## config.mk

```make
export PLATFORM = sky130hd
export DESIGN_NAME = mul_div_unit
export DESIGN_NICKNAME = d
export VERILOG_FILES = /design/src/rtl/mdu_pkg.sv /design/src/rtl/mdu_datapath.sv /design/src/rtl/mul_div_unit.sv
export SDC_FILE = /design/constraint.sdc
export NUM_CORES = 1
export LEC_CHECK = 0
export ABC_CLOCK_PERIOD_IN_PS = 3800
export BUFFER_PORTS_ARGS = -buffer_cell sky130_fd_sc_hd__buf_2
export CAP_MARGIN = 20
export CORE_AREA = 2 2 179 181
export CTS_CLUSTER_DIAMETER = 60
export DETAILED_ROUTE_END_ITERATION = 8
export DIE_AREA = 0 0 181 183
export PLACE_DENSITY_LB_ADDON = 0.15
export SYNTH_ARGS = -nofsm -noshare
export SYNTH_HDL_FRONTEND = slang
export SYNTH_SLANG_ARGS = --single-unit
```

## constraint.sdc

```tcl
create_clock -name Clk -period 3.8 [get_ports Clk]
set_input_delay 0.57 -clock Clk [delete_from_list [all_inputs] [get_ports Clk]]
set_output_delay 0.57 -clock Clk [all_outputs]
set_load 0.02 [all_outputs]
```

## src/rtl/mdu_pkg.sv

```systemverilog
// ---------------------------------------------------------------------------
// mdu_pkg: shared encodings for the multiply/divide unit.  Rev 1.0
// ---------------------------------------------------------------------------
`default_nettype none

package mdu_pkg;

  localparam int unsigned MDU_WIDTH = 32;

  localparam logic [1:0] OP_MULT  = 2'b00;
  localparam logic [1:0] OP_MULTU = 2'b01;
  localparam logic [1:0] OP_DIV   = 2'b10;
  localparam logic [1:0] OP_DIVU  = 2'b11;

  typedef enum logic [1:0] {
    IDLE = 2'd0,
    CALC = 2'd1,
    FIX  = 2'd2,
    DONE = 2'd3
  } mdu_state_e;

endpackage

`default_nettype wire

```

## src/rtl/mdu_datapath.sv

```systemverilog
// ---------------------------------------------------------------------------
// mdu_datapath: operand latch, shift-add / restoring-divide step, sign fix-up.
// Rev 1.0
// ---------------------------------------------------------------------------
`default_nettype none

module mdu_datapath
  import mdu_pkg::*;
#(
  parameter int unsigned WIDTH = MDU_WIDTH
) (
  input  logic             clk_i,
  input  logic             rst_ni,
  input  logic             load_i,
  input  logic             step_i,
  input  logic [1:0]       op_i,
  input  logic [WIDTH-1:0] opa_i,
  input  logic [WIDTH-1:0] opb_i,
  output logic [WIDTH-1:0] res_hi_o,
  output logic [WIDTH-1:0] res_lo_o
);

  logic [2*WIDTH-1:0] acc_q,      acc_d;
  logic [WIDTH-1:0]   opnd_q,     opnd_d;
  logic [WIDTH-1:0]   raw_a_q,    raw_a_d;
  logic [1:0]         op_q,       op_d;
  logic               sign_a_q,   sign_a_d;
  logic               sign_b_q,   sign_b_d;
  logic               div_zero_q, div_zero_d;

  logic               w_ld_signed;
  logic [WIDTH-1:0]   w_mag_a;
  logic [WIDTH-1:0]   w_mag_b;

  logic [WIDTH:0]     w_mul_sum;
  logic [WIDTH:0]     w_div_rem;
  logic [WIDTH:0]     w_div_diff;
  logic               w_div_ge;

  logic               w_signed;
  logic               w_is_div;
  logic [2*WIDTH-1:0] w_prod;
  logic [WIDTH-1:0]   w_quot;
  logic [WIDTH-1:0]   w_rem;

  assign w_ld_signed = ~op_i[0];
  assign w_mag_a     = (w_ld_signed && opa_i[WIDTH-1]) ? -opa_i : opa_i;
  assign w_mag_b     = (w_ld_signed && opb_i[WIDTH-1]) ? -opb_i : opb_i;

  // Multiply keeps the multiplier in acc low half and adds the multiplicand;
  // divide keeps the dividend in acc low half and subtracts the divisor.
  assign w_mul_sum  = {1'b0, acc_q[2*WIDTH-1:WIDTH]}
                    + (acc_q[0] ? {1'b0, opnd_q} : {(WIDTH+1){1'b0}});
  assign w_div_rem  = acc_q[2*WIDTH-1:WIDTH-1];
  assign w_div_diff = w_div_rem - {1'b0, opnd_q};
  assign w_div_ge   = ~w_div_diff[WIDTH];

  always_comb begin
    acc_d      = acc_q;
    opnd_d     = opnd_q;
    raw_a_d    = raw_a_q;
    op_d       = op_q;
    sign_a_d   = sign_a_q;
    sign_b_d   = sign_b_q;
    div_zero_d = div_zero_q;
    if (load_i) begin
      op_d       = op_i;
      raw_a_d    = opa_i;
      sign_a_d   = w_ld_signed & opa_i[WIDTH-1];
      sign_b_d   = w_ld_signed & opb_i[WIDTH-1];
      div_zero_d = (opb_i == '0);
      opnd_d     = op_i[1] ? w_mag_b : w_mag_a;
      acc_d      = {{WIDTH{1'b0}}, (op_i[1] ? w_mag_a : w_mag_b)};
    end else if (step_i) begin
      if (op_q[1]) begin
        acc_d = {(w_div_ge ? w_div_diff[WIDTH-1:0] : w_div_rem[WIDTH-1:0]),
                 acc_q[WIDTH-2:0], w_div_ge};
      end else begin
        acc_d = {w_mul_sum, acc_q[WIDTH-1:1]};
      end
    end
  end

  always_ff @(posedge clk_i) begin
    if (!rst_ni) begin
      acc_q      <= '0;
      opnd_q     <= '0;
      raw_a_q    <= '0;
      op_q       <= '0;
      sign_a_q   <= 1'b0;
      sign_b_q   <= 1'b0;
      div_zero_q <= 1'b0;
    end else begin
      acc_q      <= acc_d;
      opnd_q     <= opnd_d;
      raw_a_q    <= raw_a_d;
      op_q       <= op_d;
      sign_a_q   <= sign_a_d;
      sign_b_q   <= sign_b_d;
      div_zero_q <= div_zero_d;
    end
  end

  // Remainder follows the dividend sign; quotient/product follow sign XOR.
  assign w_signed = ~op_q[0];
  assign w_is_div = op_q[1];
  assign w_prod   = (w_signed && (sign_a_q ^ sign_b_q)) ? -acc_q : acc_q;
  assign w_quot   = (w_signed && (sign_a_q ^ sign_b_q)) ? -acc_q[WIDTH-1:0]
                                                        : acc_q[WIDTH-1:0];
  assign w_rem    = (w_signed && sign_a_q) ? -acc_q[2*WIDTH-1:WIDTH]
                                           : acc_q[2*WIDTH-1:WIDTH];

  always_comb begin
    res_hi_o = w_prod[2*WIDTH-1:WIDTH];
    res_lo_o = w_prod[WIDTH-1:0];
    if (w_is_div) begin
      if (div_zero_q) begin
        res_hi_o = raw_a_q;
        res_lo_o = {WIDTH{1'b1}};
      end else begin
        res_hi_o = w_rem;
        res_lo_o = w_quot;
      end
    end
  end

endmodule

`default_nettype wire

```

## src/rtl/mul_div_unit.sv

```systemverilog
// ---------------------------------------------------------------------------
// mul_div_unit: iterative MULT/MULTU/DIV/DIVU unit with architectural HI/LO.
// Rev 1.0
// ---------------------------------------------------------------------------
`default_nettype none

module mul_div_unit
  import mdu_pkg::*;
#(
  parameter int unsigned WIDTH = MDU_WIDTH
) (
  input  logic             Clk,
  input  logic             Rst_n,
  input  logic             Start,
  input  logic [1:0]       Op,
  input  logic [WIDTH-1:0] OpA,
  input  logic [WIDTH-1:0] OpB,
  input  logic             HiWrite,
  input  logic             LoWrite,
  input  logic [WIDTH-1:0] HiLoWrData,
  output logic             Busy,
  output logic             Done,
  output logic [WIDTH-1:0] Hi,
  output logic [WIDTH-1:0] Lo
);

  localparam int unsigned CNT_W = $clog2(WIDTH);
  localparam logic [CNT_W-1:0] CNT_LAST = CNT_W'(WIDTH - 1);

  mdu_state_e       state_q, state_d;
  logic [CNT_W-1:0] cnt_q,   cnt_d;
  logic [WIDTH-1:0] hi_q,    hi_d;
  logic [WIDTH-1:0] lo_q,    lo_d;
  logic             busy_q,  busy_d;
  logic             done_q,  done_d;

  logic             w_ready;
  logic             w_launch;
  logic [WIDTH-1:0] w_res_hi;
  logic [WIDTH-1:0] w_res_lo;

  assign w_ready  = (state_q == IDLE) || (state_q == DONE);
  assign w_launch = w_ready && Start;

  mdu_datapath #(
    .WIDTH (WIDTH)
  ) u_datapath (
    .clk_i    (Clk),
    .rst_ni   (Rst_n),
    .load_i   (w_launch),
    .step_i   (state_q == CALC),
    .op_i     (Op),
    .opa_i    (OpA),
    .opb_i    (OpB),
    .res_hi_o (w_res_hi),
    .res_lo_o (w_res_lo)
  );

  always_comb begin
    state_d = state_q;
    cnt_d   = '0;
    case (state_q)
      IDLE, DONE: state_d = Start ? CALC : IDLE;
      CALC: begin
        if (cnt_q == CNT_LAST) begin
          state_d = FIX;
        end else begin
          cnt_d = cnt_q + 1'b1;
        end
      end
      FIX:     state_d = DONE;
      default: state_d = IDLE;
    endcase
  end

  // MTHI/MTLO are honoured only when idle; FIX overwrites both registers.
  always_comb begin
    hi_d = hi_q;
    lo_d = lo_q;
    if (state_q == FIX) begin
      hi_d = w_res_hi;
      lo_d = w_res_lo;
    end else if (w_ready) begin
      if (HiWrite) hi_d = HiLoWrData;
      if (LoWrite) lo_d = HiLoWrData;
    end
  end

  assign busy_d = (state_d == CALC) || (state_d == FIX);
  assign done_d = (state_d == DONE);

  always_ff @(posedge Clk) begin
    if (!Rst_n) begin
      state_q <= IDLE;
      cnt_q   <= '0;
      hi_q    <= '0;
      lo_q    <= '0;
      busy_q  <= 1'b0;
      done_q  <= 1'b0;
    end else begin
      state_q <= state_d;
      cnt_q   <= cnt_d;
      hi_q    <= hi_d;
      lo_q    <= lo_d;
      busy_q  <= busy_d;
      done_q  <= done_d;
    end
  end

  assign Busy = busy_q;
  assign Done = done_q;
  assign Hi   = hi_q;
  assign Lo   = lo_q;

endmodule

`default_nettype wire

```

==> results.yml, run 1 <==
yosys:
  synth_edf_count: 0
  synth_top_cell_area_share: 0.244
  yosysUniqueCellTypes: 76
  synthArstFlopShare: 0
  syn_nets: 2522
  synthFlopType: "dfxtp_1"
  netlist_area_mm2: 0.0169
  synth_area_leader_cell: "dfxtp_1"
  ys_seq_elements: 206
  synth_area_leaders: "dfxtp_1 (24%), a21oi_1 (8.5%), nand2_1 (7.5%)"
  ys_seq_area_frac: 0.244
  ys_warn_count: 0
  synth.most_common_cell: "nand2_1"
  synth_common_cells: "nand2_1 (337), a21oi_1 (286), nor2_1 (208)"
  netlist_instances: 2343
  syn_area_per_cell_um2: 7.21
sta:
  hold_slack_ps: 304
  setup_viol: 0
  fin_crit_ps: 3590
  final.period_utilization: 0.945
  max_freq_mhz: 278
  slew_viol_final: 0
  max_slew.worst_pin.slew_ps: 914
  worst_clock_skew_ps: 17.5
  hold_viol: 0
  slew_headroom: 0.391
clock_tree:
  clk_pin_slew_ps: 60
  clockRootBuffer: "clkbuf_16"
  cts_buffers: 28
  cts_setup_buffers: 0
  clock_sinks: 206
  clk_latency_ps: 560
  htreeDepth: 1
  clk_path_buf_depth: 3
  cts_tree: "done"
global_routing:
  grt_pass1_wl_um: 97300
  grt_pass1_vias: 16900
  gr-total-overflow: 0
  track_usage: 0.374
  antenna_found_initial: 1
  grt_max_degree: 102
die:
  die_area_mm2: 0.0331
  core_mm2: 0.0312
  num_io_pins: 169
  fp.dieW_um: 181
  row_count: 65
  fp.dieH_um: 183
  start_util: 0.541
placed_design:
  dpl.hpwl_um: 48600
  gp_congestion: 0.977
  placed_area_mm2: 0.0183
  port_buffers: 168
cells_and_area:
  layout.filler_cells: 2989
  regArea_mm2: 0.00413
  final_area_mm2: 0.0193
  synthToLayoutAreaGrowth_pct: 14.3
  antenna_cells: 0
  drive_above_1_share: 0.150
  fin_nets: 2634
  multi_input_area_mm2: 0.0119
setup_path:
  reg2reg_depth: 15
  timing.rr.start: "u_datapath.acc_q[0]"
  critPathRequiredTime_ps: 4300
  critPathMaxFanout: 22
  cp-end-kind: "register"
  critPathKind: "reg -> reg"
  cp.arrival_ps: 4090
  cp-start-kind: "register"
  reg2reg_slack_ps: 210
  r2r-end: "u_datapath.acc_q[58]"
detailed_routing:
  drt_first_pass_iters: 5
  drt_iter0_drc: 2042
  drc_errors: 0
  wl_per_cell_um: 22.3
  antenna_left: 0
  vias: 18600
  wl_um: 64200
  via_per_inst: 6.45
min_path:
  hold_start: "HiLoWrData[8]"
  min_path_cells: 3
  worstHoldPathType: "in -> reg"
  hold_end: "Hi[8]"
status:
  run_status: "finished, final reports clean"
power:
  leakage_uw: 0.00790
  powerDensity_mw_per_mm2: 377
  peakVddDrop_uv: 350
flow_run:
  drv_cap: 0
[metal layers]
layer,up-vias,track usage,share of wire
met5,-,0,0.00020
met3,176,0.0751,0.10
met4,2,0.163,0.050
met2,973,0.578,0.43
met1,8756,0.507,0.42
li1,8662,-,-
[registers in the layout, indices dropped and copies added, names as in the netlist]
register,flops
u_datapath.sign_a_q,1
cnt_q,5
u_datapath.op_q,2
u_datapath.sign_b_q,1
u_datapath.raw_a_q,32
Busy,1
u_datapath.opnd_q,32
state_q,2
Lo,32
Hi,32
u_datapath.acc_q,64
u_datapath.div_zero_q,1
Done,1
[cells by family (layout without fill, tap and decap cells)]
family,Yosys count,count (layout),synth area share
adders and majority gates,76,76,0.0572
xor gates and xnor gates,183,183,0.0949
muxes,67,67,0.0405
DFF,206,206,0.244
and+or+nand+nor,775,775,0.212
AOI/OAI and AO/OA,784,784,0.294
buffers and inverters,252,386,0.0573
[cell type report]
class | instances | area share
multi-input cells | 1885 | 0.615
well taps | 402 | 0.0261
clock buffers | 40 | 0.0423
inverters | 73 | 0.0143
repair buffers | 261 | 0.0821
clock inverters | 12 | 0.00655
flip-flops and latches | 206 | 0.214
[per-stage QoR]
step                      utilization  instances  worst slack, ps  TNS, ps  total power (uW)
after floorplan                     -       2343              351        0              3880
after global placement          0.586       2826             83.3        0              4550
after detailed placement        0.586       2826            -33.7    -33.7              4580
after CTS                       0.616       2878             30.0        0              7220
after global routing            0.618       2879            -6.28    -6.28              7570
final                           0.618       2879              208        0              7280
[critical path, stage by stage, from the launching register on]
cell      delay, ps
dfxtp_1         330
inv_1           100
buf_4           140
buf_4           260
nor2_1           80
ha_1            290
buf_4           150
a21o_1          190
a221oi_1        290
nand2b_1        240
nand3_1         210
a2111o_1        510
a31oi_1         200
xnor2_1         110
a221oi_1        260
o31a_1          170
[report_power, final]
| part | internal, uW | total, uW | leakage [uW] | switching (uW) |
|---|---|---|---|---|
| clock | 1580 | 2670 | 0.000455 | 1080 |
| sequential | 2300 | 2450 | 0.00169 | 153 |
| combinational | 797 | 2160 | 0.00575 | 1360 |
| total | 4680 | 7280 | 0.00790 | 2600 |
[repair_timing]
item | CTS | global route
pin swaps | 0 | 0
hold buffers | 0 | 0
setup endpoints to repair | 1 | 9
resized for setup | 1 | 10
[cells in the final DEF, fill, tap and decap left out, types with 13 or more instances in the layout]
master	instances
nand4_1	15
or3_1	22
ha_1	72
nor3_1	39
nand2_1	336
o211ai_1	76
o21bai_1	14
and2_1	13
o221ai_1	47
nor2_1	206
nand2b_1	19
xnor2_1	110
buf_4	89
mux2i_1	56
o21ai_0	136
nand3_1	26
a21o_1	38
dfxtp_1	204
inv_1	70
a221oi_1	14
buf_2	168
nor4_1	13
a31oi_1	26
xor2_1	73
o31ai_1	29
clkbuf_16	29
a211oi_1	33
a21oi_1	284
[how the worst max path moves through the flow]
stage / from / end / slack [ps] / depth (start not counted)
6_report: u_datapath.acc_q[0] / u_datapath.acc_q[58] / 210 / 15
5_1_grt: u_datapath.acc_q[0] / u_datapath.acc_q[63] / -6 / 18
4_1_cts: u_datapath.acc_q[0] / u_datapath.acc_q[63] / 30 / 16
3_5_place_dp: u_datapath.acc_q[0] / u_datapath.acc_q[63] / -30 / 16
3_3_place_gp: u_datapath.acc_q[0] / u_datapath.acc_q[63] / 80 / 17
2_1_floorplan: u_datapath.acc_q[0] / u_datapath.acc_q[63] / 350 / 13
Power figures use the tool's default switching activity.
==> run 2, diff against run 1 <==
--- a/config.mk
+++ b/config.mk
@@ -13,6 +13,7 @@
 export DETAILED_ROUTE_END_ITERATION = 8
 export DIE_AREA = 0 0 181 183
 export PLACE_DENSITY_LB_ADDON = 0.15
+export RECOVER_POWER = 100
 export SYNTH_ARGS = -nofsm -noshare
 export SYNTH_HDL_FRONTEND = slang
 export SYNTH_SLANG_ARGS = --single-unit
==> constraint.sdc (replaced) <==
create_clock -name Clk -period 3.8 [get_ports Clk]
set_input_delay 0 -clock Clk [delete_from_list [all_inputs] [get_ports Clk]]
set_output_delay 0 -clock Clk [all_outputs]
set_load 0.02 [all_outputs]
==> results.yml, run 2 (same netlist as run 1, synthesis figures left out) <==
status:
  run_status: "finished with violations"
  violations: "max-capacitance violations, max-slew violations"
power:
  power_frac_clock: 0.385
  seqPwrFrac: 0.326
  pwr-share-comb: 0.289
  leakage_uw: 0.00786
  swShare: 0.343
  p_sw_uw: 2590
  p_int_uw: 4960
  powerDensity_mw_per_mm2: 380
  peakVddDrop_uv: 328
die:
  die_area_mm2: 0.0331
  num_io_pins: 169
  fp.dieH_um: 183
  row_count: 65
  fp.dieW_um: 181
  start_util: 0.541
  core_mm2: 0.0312
min_path:
  hold_start: "OpB[22]"
  min_path_cells: 4
  worstHoldPathType: "in -> reg"
  hold_end: "u_datapath.acc_q[22]"
setup_path:
  reg2reg_slack_ps: 140
  critPathKind: "reg -> reg"
  crit_start: "u_datapath.acc_q[0]"
  critPathMaxFanout: 5
  critPathRequiredTime_ps: 4260
  cp.arrival_ps: 4120
  r2r-end: "Hi[3]"
  timing.rr.start: "u_datapath.acc_q[0]"
  cp-start-kind: "register"
  cp-end-kind: "register"
  reg2reg_depth: 10
global_routing:
  grt_pass1_wl_um: 99700
  gr-total-overflow: 0
  track_usage: 0.383
  grt_max_degree: 102
  antenna_found_initial: 1
  grt_pass1_vias: 17400
cells_and_area:
  fin_util: 0.636
  regMostFlops: "u_datapath.acc_q"
  largest_reg_flops: 64
  multi_input_area_mm2: 0.0118
  final_cell_mix: "nand2_1 (336), a21oi_1 (285), nor2_1 (206)"
  stdcell_count: 2941
  fin_nets: 2699
  antenna_cells: 0
  regArea_mm2: 0.00413
  drive_above_1_share: 0.101
  final_common_cell: "nand2_1"
  synthToLayoutAreaGrowth_pct: 17.5
  layout.filler_cells: 2892
placed_design:
  place_worst_setup_slack_ps: 197
  numPlacedInstances: 2803
  gp_congestion: 0.978
  dpl.hpwl_um: 49000
  port_buffers: 168
sta:
  slew_viol_final: 44
  layout_setup_ws_ps: 139
  max_slew.worst_pin.slew_ps: 1830
  final.period_utilization: 0.963
  tns_ps: 0
  fin_crit_ps: 3660
  hold_slack_ps: 6.74
  max_freq_mhz: 273
  slew_headroom: -0.217
  worst_clock_skew_ps: 25.1
  setup_viol: 0
  rsz0062_at_grt: "false"
  hold_viol: 0
clock_tree:
  clock_sinks: 206
  htreeDepth: 1
  cts_buffers: 27
  clk_pin_slew_ps: 60
  clockRootBuffer: "clkbuf_16"
  cts_tree: "done"
  clk_path_buf_depth: 3
  clk_latency_ps: 570
detailed_routing:
  wl_um: 65900
  antenna_left: 0
  drc_errors: 0
  drt_first_pass_iters: 6
  via_per_inst: 6.41
  drt_iter0_drc: 1941
  vias: 18800
  wl_per_cell_um: 22.4
flow_run:
  drv_cap: 1
run 2: cell count changes in the layout (fill, tap and decap cells not counted), moves of 3 or more:
cell,before,now
and2_0,1,4
nor4_4,5,2
dlygate4sd3_1,0,90
buf_4,89,59
clkinv_2,0,3
clkinv_4,4,0
a2111oi_0,3,6
clkbuf_1,6,77
buf_2,168,100
bufinv_16,1,7
run 2: worst max path at each step:
stage	to	slack [ps]
final	Hi[3]	140
after floorplan	u_datapath.acc_q[63]	350
after CTS	u_datapath.acc_q[63]	140
after detailed placement	u_datapath.acc_q[63]	200
after global placement	u_datapath.acc_q[63]	260
after global routing	Hi[28]	20
run 2: cell type report:
type,count,share of cell area
flip-flops and latches,206,0.208
repair buffers,327,0.109
inverters,73,0.0139
clock inverters,15,0.0140
multi-input cells,1885,0.593
well taps,402,0.0253
clock buffers,33,0.0367
run 2: what timing repair did:
item                                   in CTS  in global routing
resized for setup                           0                  4
setup buffers                               0                  0
endpoints found under the hold margin     122                  0
setup endpoints to repair                   0                  3
hold buffers                               90                  0
run 2: layer usage:
layer | up-vias | global-route usage | part of all wire
li1 | 8801 | - | -
met1 | 8863 | 0.512 | 0.41
met2 | 993 | 0.614 | 0.45
met3 | 183 | 0.0594 | 0.096
met4 | 2 | 0.172 | 0.048
met5 | - | 0 | 0.00017
run 2: critical path: stages (launching register included):
cell and delay (ps):
dfxtp_1 320, buf_4 180, or4_1 660, nor4_4 200
nand4_1 310, or2_2 460, o41ai_1 400, xor2_1 130
mux2i_1 400, mux2i_1 180, a211oi_1 330
run 2: power by group through the flow:
stage / Sequential [uW] / Clock, uW / Combinational (uW)
3_5_place_dp: 2500 / 0 / 2070
5_1_grt: 2480 / 3020 / 2350
3_3_place_gp: 2490 / 0 / 2050
2_1_floorplan: 2480 / 0 / 1400
6_report: 2470 / 2910 / 2180
4_1_cts: 2460 / 2910 / 2150
run 2: per-stage QoR:
stage,cell area [um2],power [uW]
detailed placement,18100,4570
finish,19900,7550
global route,19900,7840
CTS,20000,7520
floorplan,16900,3880
global placement,18100,4540
==> run 3, diff against run 2 <==
--- a/config.mk
+++ b/config.mk
@@ -6,12 +6,12 @@
 export NUM_CORES = 1
 export LEC_CHECK = 0
 export ABC_CLOCK_PERIOD_IN_PS = 3800
-export BUFFER_PORTS_ARGS = -buffer_cell sky130_fd_sc_hd__buf_2
 export CAP_MARGIN = 20
 export CORE_AREA = 2 2 179 181
 export CTS_CLUSTER_DIAMETER = 60
 export DETAILED_ROUTE_END_ITERATION = 8
 export DIE_AREA = 0 0 181 183
+export DONT_BUFFER_PORTS = 1
 export PLACE_DENSITY_LB_ADDON = 0.15
 export RECOVER_POWER = 100
 export SYNTH_ARGS = -nofsm -noshare
==> results.yml, run 3 (same netlist as run 1, synthesis figures left out) <==
clock_tree:
  clk_pin_slew_ps: 60
  clk_path_buf_depth: 3
  cts_tree: "done"
  clk_latency_ps: 570
  clock_sinks: 206
  clockRootBuffer: "clkbuf_16"
  htreeDepth: 1
  cts_buffers: 28
sta:
  final.period_utilization: 0.960
  rsz0062_at_grt: "false"
  slew_headroom: 0.00219
  max_slew.worst_pin.slew_ps: 1500
  max_freq_mhz: 274
  hold_viol: 0
  setup_viol: 0
  layout_setup_ws_ps: 154
  slew_viol_final: 0
  fin_crit_ps: 3650
  tns_ps: 0
  worst_clock_skew_ps: 27.5
status:
  violations: "max-capacitance violations"
  run_status: "finished with violations"
detailed_routing:
  via_per_inst: 6.54
  drt_first_pass_iters: 6
  drt_iter0_drc: 2251
  vias: 18200
  antenna_left: 0
  wl_per_cell_um: 23.0
  wl_um: 64300
  drc_errors: 0
setup_path:
  critPathKind: "reg -> reg"
  critPathRequiredTime_ps: 4260
  cp-end-kind: "register"
  reg2reg_depth: 14
  crit_start: "u_datapath.opnd_q[0]"
  critPathMaxFanout: 6
  cp.arrival_ps: 4110
  timing.rr.start: "u_datapath.opnd_q[0]"
  cp-start-kind: "register"
  reg2reg_slack_ps: 150
  endpoint: "u_datapath.acc_q[55]"
  r2r-end: "u_datapath.acc_q[55]"
cells_and_area:
  layout.filler_cells: 2853
  largest_reg_flops: 64
  final_area_mm2: 0.0193
  fin_nets: 2545
  drive_above_1_share: 0.0641
  final_cell_mix: "nand2_1 (336), a21oi_1 (286), nor2_1 (205)"
  final_common_cell: "nand2_1"
  synthToLayoutAreaGrowth_pct: 14.5
  regMostFlops: "u_datapath.acc_q"
placed_design:
  placed_area_mm2: 0.0172
  dpl.hpwl_um: 47200
  gp_congestion: 0.976
  port_buffers: 0
  place_worst_setup_slack_ps: 192
die:
  core_mm2: 0.0312
  row_count: 65
  fp.dieH_um: 183
  die_area_mm2: 0.0331
  start_util: 0.541
  fp.dieW_um: 181
  num_io_pins: 169
power:
  p_sw_uw: 2590
  peakVddDrop_uv: 360
  powerDensity_mw_per_mm2: 387
  power_frac_clock: 0.391
  p_int_uw: 4880
  p_total_uw: 7480
  leakage_uw: 0.00746
  seqPwrFrac: 0.339
  pwr-share-comb: 0.270
  swShare: 0.347
global_routing:
  grt_pass1_wl_um: 97100
  gr-total-overflow: 0
  track_usage: 0.373
  antenna_found_initial: 1
  grt_max_degree: 102
  grt_pass1_vias: 16600
min_path:
  worstHoldPathType: "in -> reg"
  hold_start: "OpA[4]"
flow_run:
  drv_cap: 1
[run 3: routing by layer]
layer | vias up | share of wire | track usage
li1 | 8514 | - | -
met1 | 8600 | 0.42 | 0.510
met2 | 977 | 0.43 | 0.572
met3 | 154 | 0.11 | 0.0812
met4 | 2 | 0.044 | 0.149
met5 | - | 0.00020 | 0
[run 3: final cells by class]
class                      count  area (um2)  share of cell area
multi-input combinational   1885       11800               0.610
sequential                   206        4130               0.213
timing repair buffer         172        1600              0.0828
clock buffer                  36         771              0.0398
tap                          402         503              0.0260
inverter                      73         277              0.0143
clock inverter                16         268              0.0138
antenna                        1        2.50            0.000129
[run 3: critical path, stage by stage (launching register included)]
cell and delay (ps):
dfxtp_1 320, and2_1 160, ha_1 220, fa_1 410, a21oi_1 210, o21ai_0 160, a2111oi_0 450, clkbuf_1 210
nor4_2 90, a31oi_2 300, o31a_1 290, buf_4 180, a211oi_1 70, a31o_2 240, a311oi_1 230
[run 3: power groups by stage]
stage	Combinational (uW)	Clock [uW]	Sequential [uW]
3_3_place_gp	1810	0	2570
2_1_floorplan	1400	0	2480
6_report	2020	2920	2530
4_1_cts	1980	2930	2520
3_5_place_dp	1830	0	2570
5_1_grt	2190	3030	2540
[run 3: metrics by stage]
stage | std cells | utilization | hold WS, ps
after detailed placement | 2625 | 0.551 | 139
after CTS | 2789 | 0.621 | 2.96
after global placement | 2625 | 0.551 | 138
final | 2791 | 0.619 | 14.6
after floorplan | 2343 | - | 136
after global routing | 2790 | 0.619 | 49.9
[run 3: how the worst min path moves through the flow]
| stage | to | slack, ps | cells past startpoint |
|---|---|---|---|
| after floorplan | u_datapath.raw_a_q[31] | 140 | 2 |
| after global placement | state_q[0] | 140 | 1 |
| after CTS | u_datapath.opnd_q[5] | 3 | 5 |
| after detailed placement | state_q[1] | 140 | 1 |
| final | u_datapath.opnd_q[5] | 10 | 5 |
| after global routing | u_datapath.acc_q[31] | 50 | 4 |
[run 3: repair_timing]
item	4_1_cts	5_1_grt
setup endpoints to repair	0	5
setup buffers	0	1
hold buffers	112	0
hold endpoints to repair	174	0
gates resized for setup	0	2
